**config.mk**
```make
export PLATFORM = sky130hd
export DESIGN_NAME = transmissor_estado_drone
export DESIGN_NICKNAME = d
export VERILOG_FILES = /design/src/rtl/transmissor_estado_drone.sv
export SDC_FILE = /design/constraint.sdc
export NUM_CORES = 1
export LEC_CHECK = 0
export ABC_AREA = 1
export BUFFER_PORTS_ARGS = -buffer_cell sky130_fd_sc_hd__buf_2
export CAP_MARGIN = 20
export CORE_ASPECT_RATIO = 0.9
export CORE_UTILIZATION = 26
export CTS_BUF_LIST = sky130_fd_sc_hd__clkbuf_16
export DETAILED_ROUTE_END_ITERATION = 12
export HOLD_SLACK_MARGIN = 0.12
export PLACE_DENSITY = 0.49
export SYNTH_ARGS = -nofsm -noshare
export SYNTH_HDL_FRONTEND = slang
export SYNTH_SLANG_ARGS = --single-unit
```
**constraint.sdc**
```tcl
create_clock -name clock -period 3.9 [get_ports clock]
set_input_delay 0.975 -clock clock [delete_from_list [all_inputs] [get_ports clock]]
set_output_delay 0.975 -clock clock [all_outputs]
set_load 0.02 [all_outputs]
```
**src/rtl/transmissor_estado_drone.sv**
```systemverilog
`default_nettype none
// ============================================================================
// Module  : transmissor_estado_drone
// Brief   : UART 8N1 transmitter sending a 5-byte drone game-state frame.
// Revision: 1.0 - initial release
// ============================================================================
module transmissor_estado_drone #(
    parameter int CICLOS_POR_BIT = 5208
) (
    input  logic       clock,
    input  logic       reset,
    input  logic       enviar,
    input  logic [3:0] posicao_horizontal,
    input  logic [3:0] posicao_vertical,
    input  logic [3:0] obstaculos,
    input  logic [1:0] modo,
    input  logic [2:0] vidas,
    input  logic       venceu,
    input  logic       perdeu,
    output logic       saida_serial,
    output logic       ocupado,
    output logic       pronto,
    output logic [3:0] db_estado
);

    localparam int              BAUD_W      = (CICLOS_POR_BIT > 1) ? $clog2(CICLOS_POR_BIT) : 1;
    localparam logic [BAUD_W-1:0] BAUD_ULTIMO = BAUD_W'(CICLOS_POR_BIT - 1);
    localparam logic [7:0]      CABECALHO   = 8'hA5;
    localparam logic [2:0]      ULTIMO_BYTE = 3'd4;

    typedef enum logic [3:0] {
        INICIAL = 4'h0,
        START   = 4'h1,
        DADOS   = 4'h2,
        STOP    = 4'h3,
        PROXIMO = 4'h4,
        FIM     = 4'h5
    } estado_t;

    estado_t           estado_q, estado_d;
    logic [BAUD_W-1:0] baud_q, baud_d;
    logic [2:0]        bit_q, bit_d;
    logic [2:0]        byte_q, byte_d;
    logic [7:0]        b1_q, b1_d, b2_q, b2_d, b3_q, b3_d;
    logic              linha_q, linha_d;
    logic [7:0]        byte_atual;
    logic [2:0]        bit_prox;
    logic              fim_bit;
    logic              aceita;

    always_comb begin
        case (byte_q)
            3'd0:    byte_atual = CABECALHO;
            3'd1:    byte_atual = b1_q;
            3'd2:    byte_atual = b2_q;
            3'd3:    byte_atual = b3_q;
            default: byte_atual = b1_q ^ b2_q ^ b3_q;
        endcase
    end

    assign fim_bit  = (baud_q == BAUD_ULTIMO);
    assign bit_prox = bit_q + 3'd1;
    // FIM also accepts so that a held request yields frames separated only by the FIM cycle
    assign aceita   = enviar && ((estado_q == INICIAL) || (estado_q == FIM));

    always_comb begin
        estado_d = estado_q;
        baud_d   = baud_q;
        bit_d    = bit_q;
        byte_d   = byte_q;
        b1_d     = b1_q;
        b2_d     = b2_q;
        b3_d     = b3_q;
        linha_d  = linha_q;

        case (estado_q)
            INICIAL, FIM: begin
                estado_d = INICIAL;
                linha_d  = 1'b1;
                if (aceita) begin
                    estado_d = START;
                    baud_d   = '0;
                    bit_d    = '0;
                    byte_d   = '0;
                    b1_d     = {posicao_horizontal, posicao_vertical};
                    b2_d     = {obstaculos, modo, venceu, perdeu};
                    b3_d     = {5'b00000, vidas};
                    linha_d  = 1'b0;
                end
            end
            START: begin
                baud_d = baud_q + 1'b1;
                if (fim_bit) begin
                    estado_d = DADOS;
                    baud_d   = '0;
                    bit_d    = '0;
                    linha_d  = byte_atual[0];
                end
            end
            DADOS: begin
                baud_d = baud_q + 1'b1;
                if (fim_bit) begin
                    baud_d = '0;
                    if (bit_q == 3'd7) begin
                        estado_d = STOP;
                        linha_d  = 1'b1;
                    end else begin
                        bit_d   = bit_prox;
                        linha_d = byte_atual[bit_prox];
                    end
                end
            end
            STOP: begin
                baud_d = baud_q + 1'b1;
                if (fim_bit) begin
                    baud_d = '0;
                    if (byte_q == ULTIMO_BYTE) begin
                        estado_d = FIM;
                        linha_d  = 1'b1;
                    end else begin
                        // byte advance happens on this edge, no idle time between bytes
                        estado_d = START;
                        byte_d   = byte_q + 3'd1;
                        linha_d  = 1'b0;
                    end
                end
            end
            default: begin
                estado_d = INICIAL;
                baud_d   = '0;
                bit_d    = '0;
                byte_d   = '0;
                linha_d  = 1'b1;
            end
        endcase
    end

    always_ff @(posedge clock) begin
        if (reset) begin
            estado_q <= INICIAL;
            baud_q   <= '0;
            bit_q    <= '0;
            byte_q   <= '0;
            b1_q     <= '0;
            b2_q     <= '0;
            b3_q     <= '0;
            linha_q  <= 1'b1;
        end else begin
            estado_q <= estado_d;
            baud_q   <= baud_d;
            bit_q    <= bit_d;
            byte_q   <= byte_d;
            b1_q     <= b1_d;
            b2_q     <= b2_d;
            b3_q     <= b3_d;
            linha_q  <= linha_d;
        end
    end

    assign saida_serial = linha_q;
    assign ocupado      = (estado_q == START) || (estado_q == DADOS) || (estado_q == STOP);
    assign pronto       = (estado_q == FIM);
    assign db_estado    = estado_q;

endmodule
`default_nettype wire
```
==> results.tsv <==
metric	value	unit
top_reg_cell synth	dfxtp_1	
GR Util All Layers	13.2	%
H-tree Lvls	2	
largest area contributor in the netlist	dfxtp_1	
number of global-route vias before repair	2304	
synthesized area	2520	um^2
IO buf count	27	
Max VDD drop	0.304	mV
critical path endpoint category	primary output	
register area share after synthesis	33.4	%
max-slew violations	0	
Die Y	95.3	um
routability-driven placement congestion ratio	0.761	
Worst-Margin Slew	770	ps
DR iter-0 viols	149	
total grt overflow	0	
Yosys cell types	39	
ys async rst share	0	%
period utilization	64.4	%
TNS Setup	0	ps
status	finished clean	
Layout Skew	6.87	ps
antenna violations before repair	0	
TritonCTS Sinks	42	
Syn Nets	409	
power per cell area	752	nW/um^2
synth top area cells	dfxtp_1, nand2_1, nand3_1, inv_1, a21oi_1	
leakage dissipation	1.24	nW
Yosys warnings	0	
Area Growth Syn to Fin	15.2	%
Layout Cells excl Fill	525	
Num CTS Buffers	5	
Worst EP required	2920	ps
final wirelength	6130	um
worst hold start	bit_q[1]	
Pwr Total	2.18	mW
Mapped Cells	379	
Post-synth EDFFs	0	
Final Hold Viols	0	
io pins	29	
remaining antenna violation count	0	
FP Rows	33	
ratio of cells with drive above 1 in the final layout	15.4	%
setup bufs post-CTS	0	
Avg Cell Area, Syn	6.64	um^2
root buffer cell	clkbuf_16	
Placed Instances	517	
core area	9250	um^2
Tmin final	2510	ps
HPWL after DPL	4570	um
Clk pin slew, worst setup/hold paths	60	ps
WP buf/inv	5	
setup violators final	0	
drt wl/cell	11.7	um
fmax	0.398	GHz
Hold-fix buffers, CTS	0	
Setup CP Type	flop to primary output	
Pre-antenna DRT Iters	4	
CTS tree	done	
# diodes	0	
most common cell in the synthesized netlist	nand2_1	
Worst Hold Depth	2	
Post-synth top cells	nand2_1, inv_1, dfxtp_1, nand3_1, a21oi_1	
Critical R2R Launch	byte_q[0]	
post_cts resized	0	
worst r2r dst	saida_serial	
RSZ-0062 raised after global routing	false	
cells on worst reg2reg path	14	
Via Count	2396	
# nets final	432	
Yosys top cell area share	33.4	%
Initial Util	27.2	%
vias per cell	4.56	
slowest CP cell	dfxtp_1	
pin count of the biggest net entering global routing	35	
Chip Width	106	um
Bufs on Longest Clock Path	2	
worst min path class	flop to flop	
clk_lat worst skew	290	ps
first-pass GRT wire length	10700	um
Seq cells post-synth	42	
CP Cell Sequence	inv_1 > nor2_2 > inv_2 > nor2_4 > inv_2 > nand2_2 > nor2_4 > inv_4 > buf_2	
crit-path max FO	6	
largest stage delay on the critical path	360	ps
Filler Cell Count	1046	
CP delay by family, top	simple AND/OR/NAND/NOR gates	
Reg area	841	um^2
Max-slew headroom	48.6	%
multi-input logic area	1380	um^2
crit path DAT	1540	ps
CP startpoint kind	flop	
die area	10100	um^2
number of max-cap violations	0	
drt drc	0	
hold path endpoint	bit_q[1]	
R2R setup slack	1810	ps
==> cell usage in the layout, fill, tap and decap left out, types with 2 or more instances in the layout <==
| master | count |
|---|---|
| nor2_4 | 3 |
| a21oi_1 | 34 |
| xnor2_1 | 4 |
| ha_1 | 8 |
| o21ai_1 | 12 |
| nor2_2 | 4 |
| buf_2 | 27 |
| dfxtp_1 | 42 |
| inv_1 | 51 |
| nor2_1 | 29 |
| clkbuf_16 | 5 |
| a221oi_2 | 2 |
| nand2_2 | 2 |
| nor4_1 | 2 |
| nand3_1 | 41 |
| inv_2 | 6 |
| o21ai_0 | 20 |
| nand3b_1 | 2 |
| a21oi_2 | 3 |
| nand2_1 | 86 |
| clkinv_2 | 3 |
==> metrics by stage <==
| stage | hold WS [ps] | setup WS [ps] | utilization, % | instance area (um^2) |
|---|---|---|---|---|
| after floorplan | 447 | 1800 | - | 2520 |
| after global placement | 460 | 1640 | 29.6 | 2730 |
| after detailed placement | 463 | 1610 | 29.6 | 2730 |
| after CTS | 473 | 1370 | 31.3 | 2900 |
| after global routing | 493 | 1260 | 31.3 | 2900 |
| final | 473 | 1390 | 31.3 | 2900 |
==> layer usage <==
| layer | part of all wire (%) | global-route usage [%] |
|---|---|---|
| met2 | 45 | 22.6 |
| met5 | 0 | 0 |
| met3 | 2.1 | 2.05 |
| met1 | 52 | 17.3 |
| met4 | 1.2 | 3.82 |
==> flip-flops by register name (all words and copies together), names as in the netlist <==
name and flops:
b3_q 3, b2_q 8, saida_serial 1, db_estado 3, byte_q 3, baud_q 13
bit_q 3, b1_q 8
==> power by group <==
part	total (mW)	internal [mW]	switching, mW
clock network	0.479	0.300	0.179
logic	1.08	0.343	0.735
registers	0.621	0.530	0.0914
total	2.18	1.17	1.01
==> area by class of cell <==
cell class                 instances  share of cell area (%)
multi-input combinational        267                    47.6
clock buffer                       5                    4.32
clock inverter                     3                    1.38
sequential                        42                    29.0
timing repair buffer              27                    4.66
inverter                          59                    7.77
tap                              122                    5.27
==> tightest hold or removal path: cells and delay by family (launching register included) <==
family / cells / cell delay (ps)
AO/OA/AOI/OAI: 1 / 50
AND/OR/NAND/NOR: 1 / 60
flip-flops: 1 / 310
==> worst max path at each step <==
stage,from,depth (start not counted),end,slack [ps]
5_1_grt,db_estado[1],9,ocupado,1260
2_1_floorplan,db_estado[1],8,ocupado,1800
3_3_place_gp,reset,4,byte_q[1],1640
6_report,db_estado[1],9,ocupado,1390
4_1_cts,db_estado[0],7,ocupado,1370
3_5_place_dp,reset,4,b2_q[3],1610
==> kinds of logic (layout without fill, tap and decap cells) <==
kind of cell | after synthesis | after routing | share of synthesized area, %
xor+xnor | 4 | 4 | 1.39
fa+ha+maj | 8 | 8 | 3.98
compound gates | 79 | 79 | 17.9
other cells | 1 | 1 | 0.149
flops | 42 | 42 | 33.4
simple gates | 175 | 175 | 31.5
buf+inv | 70 | 94 | 11.7
Note: power is estimated with default switching activity, not from simulation.
